File: src/rtl/fetch_pkg.sv
// Shared types and constants for the instruction fetch stage.
package fetch_pkg;

    localparam logic [31:0] INSTR_BYTES = 32'd4;

    typedef enum logic [1:0] {
        IDLE = 2'd0,
        REQ  = 2'd1,
        DROP = 2'd2
    } fetch_state_t;

    typedef struct packed {
        logic [31:0] pc;
        logic [31:0] instr;
    } fetch_entry_t;

    function automatic logic [31:0] word_align(input logic [31:0] addr);
        return {addr[31:2], 2'b00};
    endfunction

endpackage

File: src/rtl/fetch_if.sv
// Bus bundles for the fetch stage: instruction-memory read port and decode-side stream.
interface imem_if;
    logic        imem_req;
    logic [31:0] imem_addr;
    logic        imem_ack;
    logic [31:0] imem_rdata;

    modport master (output imem_req, imem_addr, input imem_ack, imem_rdata);
    modport slave  (input imem_req, imem_addr, output imem_ack, imem_rdata);
endinterface

interface instr_if;
    logic        instr_valid;
    logic [31:0] instruction;
    logic [31:0] instr_pc;
    logic        instr_ready;

    modport master (output instr_valid, instruction, instr_pc, input instr_ready);
    modport slave  (input instr_valid, instruction, instr_pc, output instr_ready);
endinterface

File: src/rtl/fetch_fifo.sv
// Small synchronous FIFO of fetched {pc, instr} entries; flush overrides push and pop.
module fetch_fifo
    import fetch_pkg::*;
#(
    parameter  int DEPTH = 2,
    localparam int PW    = $clog2(DEPTH),
    localparam int CW    = PW + 1
) (
    input  logic          clk,
    input  logic          rst,
    input  logic          push,
    input  fetch_entry_t  push_data,
    input  logic          pop,
    input  logic          flush,
    output logic [CW-1:0] count,
    output fetch_entry_t  head
);

    fetch_entry_t  mem [DEPTH];
    logic [PW-1:0] wr_ptr_reg;
    logic [PW-1:0] rd_ptr_reg;
    logic [CW-1:0] count_reg;
    logic          do_push;
    logic          do_pop;

    assign do_push = push & ~flush;
    assign do_pop  = pop & ~flush & (count_reg != '0);

    // Pointers wrap naturally because DEPTH is a power of two.
    always_ff @(posedge clk or posedge rst) begin
        if (rst) begin
            wr_ptr_reg <= '0;
            rd_ptr_reg <= '0;
            count_reg  <= '0;
        end else if (flush) begin
            wr_ptr_reg <= '0;
            rd_ptr_reg <= '0;
            count_reg  <= '0;
        end else begin
            if (do_push) wr_ptr_reg <= wr_ptr_reg + PW'(1);
            if (do_pop)  rd_ptr_reg <= rd_ptr_reg + PW'(1);
            case ({do_push, do_pop})
                2'b10:   count_reg <= count_reg + CW'(1);
                2'b01:   count_reg <= count_reg - CW'(1);
                default: count_reg <= count_reg;
            endcase
        end
    end

    always_ff @(posedge clk) begin
        if (do_push) mem[wr_ptr_reg] <= push_data;
    end

    assign head  = mem[rd_ptr_reg];
    assign count = count_reg;

endmodule

File: src/rtl/fetch_unit.sv
// Instruction fetch stage: owns the PC, issues one imem read at a time,
// buffers responses and streams them to decode; redirects flush the stream.
module fetch_unit
    import fetch_pkg::*;
#(
    parameter logic [31:0] RESET_PC   = 32'h0000_0000,
    parameter int          FIFO_DEPTH = 2
) (
    input  logic        clk,
    input  logic        rst,
    imem_if.master      imem,
    instr_if.master     dec,
    input  logic        redirect_valid,
    input  logic [31:0] redirect_pc
);

    localparam int            CW      = $clog2(FIFO_DEPTH) + 1;
    localparam logic [CW-1:0] DEPTH_C = CW'(FIFO_DEPTH);

    fetch_state_t  state_reg, state_next;
    logic [31:0]   pc_reg, pc_next;
    logic [31:0]   addr_reg, addr_next;
    logic          push, pop, flush, valid;
    logic [CW-1:0] count, count_after_pop;
    fetch_entry_t  head, push_data;
    logic [31:0]   redirect_aligned;

    fetch_fifo #(.DEPTH(FIFO_DEPTH)) u_fifo (
        .clk       (clk),
        .rst       (rst),
        .push      (push),
        .push_data (push_data),
        .pop       (pop),
        .flush     (flush),
        .count     (count),
        .head      (head)
    );

    assign valid            = (count != '0);
    assign pop              = valid & dec.instr_ready;
    assign count_after_pop  = count - CW'(pop);
    assign redirect_aligned = word_align(redirect_pc);
    assign push_data        = {addr_reg, imem.imem_rdata};

    always_ff @(posedge clk or posedge rst) begin
        if (rst) begin
            state_reg <= IDLE;
            pc_reg    <= RESET_PC;
            addr_reg  <= RESET_PC;
        end else begin
            state_reg <= state_next;
            pc_reg    <= pc_next;
            addr_reg  <= addr_next;
        end
    end

    always_comb begin
        state_next = state_reg;
        pc_next    = pc_reg;
        addr_next  = addr_reg;
        push       = 1'b0;
        flush      = 1'b0;
        unique case (state_reg)
            IDLE: begin
                if (redirect_valid) begin
                    pc_next = redirect_aligned;
                    flush   = 1'b1;
                end else if (count_after_pop < DEPTH_C) begin
                    state_next = REQ;
                    addr_next  = pc_reg;
                end
            end
            REQ: begin
                // A request is never withdrawn: without an ack we must drain it in DROP.
                if (redirect_valid) begin
                    pc_next    = redirect_aligned;
                    flush      = 1'b1;
                    state_next = imem.imem_ack ? IDLE : DROP;
                end else if (imem.imem_ack) begin
                    push       = 1'b1;
                    pc_next    = pc_reg + INSTR_BYTES;
                    addr_next  = pc_reg + INSTR_BYTES;
                    state_next = (count_after_pop + CW'(1) < DEPTH_C) ? REQ : IDLE;
                end
            end
            DROP: begin
                if (redirect_valid) pc_next = redirect_aligned;
                if (imem.imem_ack)  state_next = IDLE;
            end
            default: state_next = IDLE;
        endcase
    end

    assign imem.imem_req   = (state_reg != IDLE);
    assign imem.imem_addr  = addr_reg;
    assign dec.instr_valid = valid;
    assign dec.instruction = valid ? head.instr : '0;
    assign dec.instr_pc    = valid ? head.pc : '0;

endmodule

File: src/flat_wrapper.sv
// flat-port wrapper written by rule: the top's interface ports become plain ports
module fetch_unit_flat import fetch_pkg::*;
#(
    parameter logic [31:0] RESET_PC   = 32'h0000_0000,
    parameter int          FIFO_DEPTH = 2
)
  (clk, rst, redirect_valid, redirect_pc, imem_imem_req, imem_imem_addr, imem_imem_ack, imem_imem_rdata, dec_instr_valid, dec_instruction, dec_instr_pc, dec_instr_ready);
  imem_if imem_i ();
  instr_if dec_i ();
  input  logic clk;
  input  logic rst;
  input  logic redirect_valid;
  input  logic [31:0] redirect_pc;
  output wire logic [$bits(imem_i.imem_req)-1:0] imem_imem_req;
  output wire logic [$bits(imem_i.imem_addr)-1:0] imem_imem_addr;
  input wire logic [$bits(imem_i.imem_ack)-1:0] imem_imem_ack;
  input wire logic [$bits(imem_i.imem_rdata)-1:0] imem_imem_rdata;
  output wire logic [$bits(dec_i.instr_valid)-1:0] dec_instr_valid;
  output wire logic [$bits(dec_i.instruction)-1:0] dec_instruction;
  output wire logic [$bits(dec_i.instr_pc)-1:0] dec_instr_pc;
  input wire logic [$bits(dec_i.instr_ready)-1:0] dec_instr_ready;
  assign imem_imem_req = imem_i.imem_req;
  assign imem_imem_addr = imem_i.imem_addr;
  assign imem_i.imem_ack = imem_imem_ack;
  assign imem_i.imem_rdata = imem_imem_rdata;
  assign dec_instr_valid = dec_i.instr_valid;
  assign dec_instruction = dec_i.instruction;
  assign dec_instr_pc = dec_i.instr_pc;
  assign dec_i.instr_ready = dec_instr_ready;
  fetch_unit #(.RESET_PC(RESET_PC), .FIFO_DEPTH(FIFO_DEPTH)) u_core (.clk(clk), .rst(rst), .imem(imem_i), .dec(dec_i), .redirect_valid(redirect_valid), .redirect_pc(redirect_pc));
endmodule
File: config.mk
export PLATFORM = sky130hd
export DESIGN_NAME = fetch_unit_flat
export DESIGN_NICKNAME = d
export VERILOG_FILES = /design/src/rtl/fetch_pkg.sv /design/src/rtl/fetch_if.sv /design/src/rtl/fetch_fifo.sv /design/src/rtl/fetch_unit.sv /design/src/flat_wrapper.sv
export SDC_FILE = /design/constraint.sdc
export NUM_CORES = 1
export LEC_CHECK = 0
export CAP_MARGIN = 10
export CORE_MARGIN = 3
export CORE_UTILIZATION = 53
export CTS_CLUSTER_SIZE = 16
export DETAILED_ROUTE_END_ITERATION = 6
export MAX_ROUTING_LAYER = met4
export PLACE_DENSITY = 0.91
export SLEW_MARGIN = 20
export SYNTH_ARGS = -nofsm -noshare
export SYNTH_HDL_FRONTEND = slang
export SYNTH_HIERARCHICAL = 1
export SYNTH_SLANG_ARGS = --single-unit
export TNS_END_PERCENT = 5
File: constraint.sdc
create_clock -name clk -period 5 [get_ports clk]
set_input_delay 0.75 -clock clk [delete_from_list [all_inputs] [get_ports clk]]
set_output_delay 0.75 -clock clk [all_outputs]
set_load 0.05 [all_outputs]
---- After elaboration in Yosys (flattened, before gate mapping) ----
Memories as Yosys holds them, arrays and structs flattened.
Cells that the tools add are included.
storage, ports and cells
  memories kept ........................... 1
  bits of input ports ..................... 69
  register bits after elaboration ......... 70
  word-level logic and storage cells ...... 76
  RAM bits ................................ 128
  output and inout port bits .............. 98
memories
  memory             depth  bits a word  read ports  clocked after Yosys merged registers in  write ports  line              text
  u_core.u_fifo.mem  2      64           1           0                                        1            fetch_fifo.sv:19  fetch_entry_t mem [DEPTH];
cells by class
  reductions and logical operators ........ 13
  add/subtract/negate cells ............... 7
  magnitude comparators ................... 2
  muxes and demuxes ....................... 31
  bitwise operators ....................... 5
  equal/unequal tests ..................... 11
operator list
  cell                     count
  $mux W32                 8
  $pmux W32 S2             2
  $add A32 B3 Y32 const B  1
  $mux W2                  7
  $mux W1                  12
  $reduce_bool A2 Y1       6
  $ne A2 B2 Y1 const B     4
  $pmux W2 S3              1
  $reduce_and A5 Y1        1
  $add A2 B1 Y2 const B    2
  $and A1 B1 Y1            4
  $eq A2 B1 Y1 const B     2
  $eq A2 B2 Y1 const B     2
  $lt A2 B2 Y1 const B     2
  $ne A2 B1 Y1 const B     2
  $pmux W2 S2              1
  $reduce_and A4 Y1        1
  $reduce_or A2 Y1         2
  $ne A3 B3 Y1 const B     1
  $reduce_and A3 Y1        1
  $reduce_bool A3 Y1       1
  $add A1 B1 Y1 const B    2
  $logic_not A2 Y1         1
  $sub A2 B1 Y2            1
  other kinds (2)          2

---- Depth between registers and ports, before layout ----
Gate-level depths: netlist of run 1.
  depth after elaboration ................. 9
  gate-level depth with buffers ........... 10
  mapped depth without buffers ............ 8

---- Hierarchy ----
The synthesis of run 1 kept the hierarchy.
modules (own cells, without submodules)
  module      cells each  area each (um^2)  sequential area each (um^2)  instances
  fetch_fifo  223         4862.2            3943.8                       1
  fetch_unit  522         4224.1            1551.5                       1

---- Worst setup path before layout of run 1 ----
OpenSTA, ideal clock, no wires.
  path kind ............................... in2reg
  start point ............................. in redirect_valid
  end point ............................... mem u_core/u_fifo/mem[0][0] (netlist name), enable pin
  cell stages on the path ................. 4
  path slack .............................. 250 ps
  data required time ...................... 4514 ps
  arrival ................................. 4264 ps
  path buffers ............................ 1
  path through ............................ clkbuf_8 -> nor3_1 -> or2b_1 -> nor2_1
between the ends
  elaborated cells on any way between the ends .. 8
  classes of those cells .................. mux (6); bitwise (2)
RTL lines
  item                           line                text
  from (decl)                    flat_wrapper.sv:12  input logic redirect_valid;
  $mux W1                        fetch_unit.sv:75    if (redirect_valid) begin
  $mux W1                        fetch_unit.sv:63    unique case (state_reg)
  via u_core.push                fetch_unit.sv:23    logic push, pop, flush, valid;
  $and A1 B1 Y1                  fetch_fifo.sv:26    assign do_push = push & ~flush;
  $mux W1                        fetch_fifo.sv:51    if (do_push) mem[wr_ptr_reg] <= push_data;
  $mux W1 (not written as such)  fetch_fifo.sv:51
  to (decl)                      fetch_fifo.sv:19
The timed path passes the listed nets, and every way through them passes these cells.

---- Final worst setup path of run 1 ----
  start point ............................. reg u_core.u_fifo.count_reg[1] (netlist: u_core/u_fifo/count[1])
  end point ............................... out dec_instr_pc[5]
between the ends
  longest elaborated chain between the ends .. 2
ends and longest elaborated chain
  item                    line                text
  from (decl)             fetch_fifo.sv:22    logic [CW-1:0] count_reg;
  from (signal assigned)  fetch_fifo.sv:43    2'b10: count_reg <= count_reg + CW'(1);
  from (signal assigned)  fetch_fifo.sv:44    2'b01: count_reg <= count_reg - CW'(1);
  from (signal assigned)  fetch_fifo.sv:45    default: count_reg <= count_reg;
  $reduce_bool A2 Y1      fetch_unit.sv:39    assign valid = (count != '0);
  $mux W32                fetch_unit.sv:98    assign dec.instr_pc = valid ? head.pc : '0;
  to (decl)               flat_wrapper.sv:20  output wire logic [$bits(dec_i.instr_pc)-1:0] dec_instr_pc;
No other way between the ends.

==> summary.md, run 1 <==
| Metric | Value |
|---|---|
| Setup TNS | `0 ns` |
| Maximum clock frequency | `approximately 280 MHz` |
| Leakage | `3.94 nW` |
| # placed instances | `~1100` |
| Setup CP Type | `flop to primary output` |
| Cts repair resizes | `0` |
| RSZ-0062 raised after global routing | `false` |
| Initial antenna violation count | `0` |
| Max reg flops | `128` |
| Rows | `between 40 and 50` |
| TritonCTS buffer count | `17` |
| WP buf/inv | `1` |
| Die X | `about 140 µm` |
| Fraction of layout cells with a size suffix above 1 | `14.3%` |
| Post-DRT Antenna Nets | `0` |
| Global-route wire length before repair | `31500 µm` |
| Number of port buffers | `162` |
| Cell Pwr Density | `about 400 mW/mm²` |
| Routed wire length | `20100 µm` |
| Post-route cell area | `0.0113 mm²` |
| Area post-placement | `0.0107 mm²` |
| Overflow after GRT | `0` |
| Top Ports | `167` |
| Die area | `0.0188 mm²` |
| Seq/Total Area, Yosys | `60.5%` |
| Hold Slack | `0.495 ns` |
| Worst Hold Class | `flop to flop` |
| Vias in the first global route | `6052` |
| DR WL met2 | `9530 µm` |
| Share of flip-flops with an asynchronous set or reset | `34.0%` |
| Crit path cell chain | `or2_2, and2_1, clkdlybuf4s50_1` |
| Drt first pass iters | `5` |
| Yosys reg bits | `194` |
| Final Worst Setup Slack | `1.37 ns` |
| Syn Std Cell Area | `0.00909 mm²` |
| Number of max-slew violations in the final report | `0` |
| Starting Density | `between 50 and 60%` |
| Max-cap violations | `0` |
| Die height | `137 µm` |
| Clock Skew | `0.00823 ns` |
| Final setup violation count | `0` |
| Crit path max-delay cell type | `clkdlybuf4s50_1` |
| Final Util | `about two thirds` |
| CTS clk-pin slew, worst paths | `0.07 ns` |
| Setup crit start kind | `flop` |
| Syn avg cell area | `12.2 µm²` |
| VDD IR-drop max | `0.255 mV` |
| Top delay family on crit path | `simple AND/OR/NAND/NOR gates` |
| Gpl congestion | `between 0.9 and 1` |
| Fillers | `1215` |
| Sink Count | `194` |
| CTS Root Cell | `clkbuf_16` |
| Vias after detailed routing | `6308` |
| DR WL met3 | `1580 µm` |
| Total power | `4.53 mW` |
| Tmin final | `3.63 ns` |
| Critical Path End Type | `primary output` |
| CP Max Fanout | `66` |
| Final hold vios | `0` |
| Ys Warns | `6` |
| Core footprint | `0.0167 mm²` |
| Arrival @ worst endpoint | `2.88 ns` |
| Top Layer Used | `met4` |
| Period utilisation layout | `72.6%` |
| WL/cell | `18.1 µm` |
| Slew at the pin closest to its max-slew limit | `1.03 ns` |
| CTS tree | `done` |
| First-iteration detailed-routing DRC count | `513` |
| # DRC | `0` |
| Number of synthesized flops with an enable pin | `about 130` |
| Cts hold-fix bufs | `0` |
| Synth unique cells | `70` |
| Critical Path RT | `4.25 ns` |
| Layout Cells excl Fill | `1115` |
| Post-CTS Setup Bufs | `0` |
| # diodes | `0` |
| Max-slew headroom | `31.6%` |
| DP HPWL | `13600 µm` |
| GRT Util Overall | `22.3%` |
| Post-Syn Instances | `745` |
| Met1 wire length | `~8700 µm` |
| Outcome | `completed` |
| Crit-path max cell delay | `0.87 ns` |
| Maximum number of pins on one net before global-route repair | `67` |
| DR vias/cell | `5.66` |
| Nets | `953` |
| Area added between synthesis and finish | `24.7%` |
| Most used DFF post-synth | `edfxtp_1` |
| Worst-case clock buffer depth | `2` |
| CTS H-tree depth | `4` |
| Setup WS pre-CTS | `1.35 ns` |
| Clk Latency, worst-skew pair | `0.43 ns` |
[power breakdown]
| group | internal, mW | switching [mW] | leakage (nW) |
|---|---|---|---|
| Combinational | 0.390 | 0.719 | 1.72 |
| Clock | 0.705 | 0.609 | 0.276 |
| Sequential | 1.91 | 0.194 | 1.94 |
[cell type report]
type | count | area (µm²) | area share (%)
well taps | 220 | 275 | 2.43
repair buffers | 170 | 1710 | 15.1
clock buffers | 18 | 429 | 3.79
inverters | 8 | 30.0 | 0.265
clock inverters | 14 | 146 | 1.29
multi-input cells | 491 | 3250 | 28.7
flip-flops and latches | 194 | 5500 | 48.5
[per-layer routing]
metal  vias up  GRT usage, %
met3        34          5.15
met5         -             -
met4         0          6.82
met2       288          35.3
li1       2975             -
met1      3011          28.8
[cell usage in the layout (no fill, tap or decap), drive strengths merged, types with 19 or more instances in the layout]
cell type      count
a21oi             41
edfxtp           128
xnor2             26
nor2              37
clkdlybuf4s50    162
mux2              64
nand3             19
nand2             58
dfrtp             66
o21ai             51
and2              67
[cell usage after synthesis, drive strengths merged (4+ instances only)]
| cell type | instances | area, µm² |
|---|---|---|
| or2 | 5 | 33.8 |
| and3 | 5 | 32.5 |
| o22ai | 7 | 43.8 |
| buf | 19 | 140 |
| inv | 8 | 30.0 |
| dfrtp | 66 | 1650 |
| nand4 | 11 | 75.1 |
| nor4 | 13 | 81.3 |
| nand2 | 58 | 218 |
| nor2 | 37 | 139 |
| mux2 | 64 | 721 |
| o22a | 6 | 52.6 |
| and2 | 67 | 419 |
| xor2 | 7 | 61.3 |
| a21oi | 41 | 205 |
| nor3 | 15 | 75.1 |
| edfxtp | 128 | 3840 |
| or3 | 5 | 35.0 |
| or4 | 5 | 42.5 |
| xnor2 | 26 | 228 |
| clkbuf | 34 | 179 |
| o21ai | 51 | 259 |
| nand3 | 19 | 113 |
| a31oi | 4 | 25.0 |
| o21a | 4 | 30.0 |
[cells by family after synthesis]
kind of cell,after synthesis,synth area share (%)
AOI/OAI and AO/OA,132,8.62
xor gates and xnor gates,33,3.18
adders and majority gates,2,0.275
buffers and inverters,65,4.28
DFF,194,60.5
muxes,67,8.26
other,1,0.0413
and+or+nand+nor,251,14.9
[final timing paths]
kind | to | slack [ns] | from | cells after the start
max in group asynchronous | u_core/imem.imem_addr[24] | 3.35 | rst | 3
worst min register to register | u_core/u_fifo/mem[0][46] | 0.49 | u_core/imem.imem_addr[14] | 0
min in group asynchronous | u_core/u_fifo/wr_ptr_reg | 0.57 | rst | 2
worst min-delay path | u_core/u_fifo/mem[0][46] | 0.49 | u_core/imem.imem_addr[14] | 0
worst max-delay path | dec_instr_pc[5] | 1.37 | u_core/u_fifo/count[1] | 3
worst max register to register | u_core/pc_reg[31] | 1.72 | u_core/u_fifo/count[1] | 9
[worst register-to-register path: cells and delay by family (launching register included)]
kind	cells	cell delay (ns)
buffers and inverters	1	0.41
AOI/OAI and AO/OA	2	0.41
xor gates and xnor gates	1	0.18
adders and majority gates	1	0.25
DFF	1	0.49
and+or+nand+nor	4	1.43
Power figures use the tool's default switching activity.
==> inputs of run 2 (changes only) <==
--- a/config.mk
+++ b/config.mk
@@ -7,11 +7,11 @@
 export LEC_CHECK = 0
 export CAP_MARGIN = 10
 export CORE_MARGIN = 3
-export CORE_UTILIZATION = 53
+export CORE_UTILIZATION = 48
 export CTS_CLUSTER_SIZE = 16
 export DETAILED_ROUTE_END_ITERATION = 6
 export MAX_ROUTING_LAYER = met4
-export PLACE_DENSITY = 0.91
+export PLACE_DENSITY = 0.87
 export SLEW_MARGIN = 20
 export SYNTH_ARGS = -nofsm -noshare
 export SYNTH_HDL_FRONTEND = slang
==> constraint.sdc (replaced) <==
create_clock -name clk -period 3 [get_ports clk]
set_input_delay 0.45 -clock clk [delete_from_list [all_inputs] [get_ports clk]]
set_output_delay 0.45 -clock clk [all_outputs]
set_load 0.05 [all_outputs]
==> run 2 against run 1 <==
Against the previous run: sequential cell count is the same; critical path depth is the same; via count shrank 0.71%; clock-buffer cell count grew 3; sequential power grew 67%; wire length is essentially flat; critical path type unchanged; highest routed layer unchanged.
==> summary.md, run 2 (synthesized netlist as in run 1, its figures left out) <==
| Metric | Value |
|---|---|
| Outcome | `completed` |
| R2R Path End | `u_core/pc_reg[28]` |
| CTS H-tree depth | `4` |
| CP Max Fanout | `44` |
| Core footprint | `between 0.015 and 0.02 mm²` |
| Setup CP Type | `flop to primary output` |
| Drt first pass iters | `5` |
| RSZ-0062 raised after global routing | `false` |
| CTS clk-pin slew, worst paths | `0.07 ns` |
| Layout Cells excl Fill | `1138` |
| Leakage | `roughly 4.3 nW` |
| TritonCTS buffer count | `17` |
| Crit path cell chain | `or2_2, buf_6, clkdlybuf4s50_1` |
| Final Worst Setup Slack | `approximately 0.23 ns` |
| Gpl congestion | `0.912` |
| Nets | `967` |
| Setup crit start kind | `flop` |
| Fraction of layout cells with a size suffix above 1 | `20.0%` |
| Area added between synthesis and finish | `25.8%` |
| Crit path max-delay cell type | `clkdlybuf4s50_1` |
| Setup WS pre-CTS | `0.424 ns` |
| WL/cell | `17.7 µm` |
| Number of port buffers | `about 160` |
| Sink Count | `194` |
| DR vias/cell | `5.50` |
| Worst setup path start | `u_core/u_fifo/count[0]` |
| Worst-case clock buffer depth | `2` |
| First-iteration detailed-routing DRC count | `511` |
| Die X | `144 µm` |
| Max-slew headroom | `38.8%` |
| Starting Density | `between 40% and 50%` |
| Worst r2r path cells | `6` |
| Maximum clock frequency | `361 MHz` |
| Die area | `about 0.021 mm²` |
| Fillers | `1437` |
| WP buf/inv | `2` |
| Total power | `7.75 mW` |
| VDD IR-drop max | `0.428 mV` |
| # placed instances | `1106` |
| Rows | `49` |
| Final hold vios | `0` |
| Critical R2R Launch | `u_core/pc_reg[2]` |
| Critical Path RT | `2.55 ns` |
| Routed wire length | `20200 µm` |
| Crit path depth | `3` |
| Initial antenna violation count | `0` |
| Cts hold-fix bufs | `0` |
| Most frequent cells in the layout | `128 x edfxtp_1, 98 x clkdlybuf4s50_1, 67 x and2_1, 65 x dfrtp_1, 64 x mux2_2` |
| Top Ports | `167` |
| Tmin final | `2.77 ns` |
| Worst Hold Class | `primary input to async pin` |
| Max reg flops | `about 130` |
| Vias after detailed routing | `6263` |
| Setup TNS | `0 ns` |
| Post-DRT Antenna Nets | `0` |
| Setup slack, reg-to-reg | `0.41 ns` |
| Slew at the pin closest to its max-slew limit | `slightly above 0.9 ns` |
| CTS tree | `done` |
| DP HPWL | `14000 µm` |
| Post-route cell area | `0.0114 mm²` |
| Die height | `144 µm` |
| # DRC | `0` |
| Critical Path End Type | `primary output` |
| Arrival @ worst endpoint | `about 2.3 ns` |
| Critical path endpoint | `dec_instr_valid` |
| GRT Util Overall | `20.3%` |
| Max-cap violations | `0` |
| # diodes | `0` |
| Final Util | `62.6%` |
| Vias in the first global route | `5966` |
| Overflow after GRT | `0` |
| Cell Pwr Density | `678 mW/mm²` |
| Crit-path max cell delay | `0.86 ns` |
| Top delay family on crit path | `buffers and inverters` |
| Clock Skew | `0.0117 ns` |
| Maximum number of pins on one net before global-route repair | `60` |
| Global-route wire length before repair | `between 30000 and 40000 µm` |
| Area post-placement | `roughly 0.011 mm²` |
| Clk Latency, worst-skew pair | `between 0.4 and 0.5 ns` |
| Commonest non-fill, non-tap cell in the layout | `edfxtp_1` |
| Number of max-slew violations in the final report | `0` |
| Final setup violation count | `0` |
| Period utilisation layout | `92.2%` |
| CTS Root Cell | `clkbuf_16` |
| Hold Slack | `0.313 ns` |
run 2: final cells by class:
type                            instances  area [µm²]  share of cell area [%]
Clock buffer                           21         450                    3.94
Clock inverter                         11         178                    1.55
Inverter                                8        30.0                   0.263
Multi-Input combinational cell        491        3240                    28.4
Sequential cell                       194        5500                    48.1
Tap cell                              229         287                    2.51
Timing Repair Buffer                  184        1750                    15.3
run 2: worst register-to-register path: cells and delay by family, from the launching register on:
family / cells / cell delay (ns)
AND/OR/NAND/NOR: 5 / 1.69
flip-flops: 1 / 0.50
adder cells (fa/ha/maj): 1 / 0.33
run 2: power breakdown:
group	leakage (nW)	switching, mW	internal (mW)
registers	1.94	0.325	3.18
clock network	0.294	0.968	1.43
logic	2.08	1.20	0.648
run 2: worst min-delay path by stage:
stage | from | end | depth (start not counted)
after floorplan | rst | u_core/u_fifo/count[0] | 1
after global routing | rst | u_core/u_fifo/wr_ptr_reg | 2
after CTS | rst | u_core/u_fifo/count[0] | 2
final | rst | u_core/u_fifo/wr_ptr_reg | 2
after detailed placement | u_core/imem.imem_addr[27] | u_core/u_fifo/mem[1][59] | 0
after global placement | u_core/imem.imem_addr[14] | u_core/u_fifo/mem[0][46] | 0
run 2: per-layer routing:
layer | vias to the layer above | global-route usage [%] | wire length (µm)
li1 | 2985 | - | -
met1 | 3014 | 27.5 | 8950
met2 | 234 | 30.9 | 9500
met3 | 30 | 3.89 | 1260
met4 | 0 | 7.38 | 439
met5 | - | - | 0
run 2: timing repair:
action                                 CTS  global route
endpoints found under the hold margin    0             0
resized for setup                       15             7
buffers inserted                         0             0
setup endpoints to repair               21             7
gates cloned                             0             0
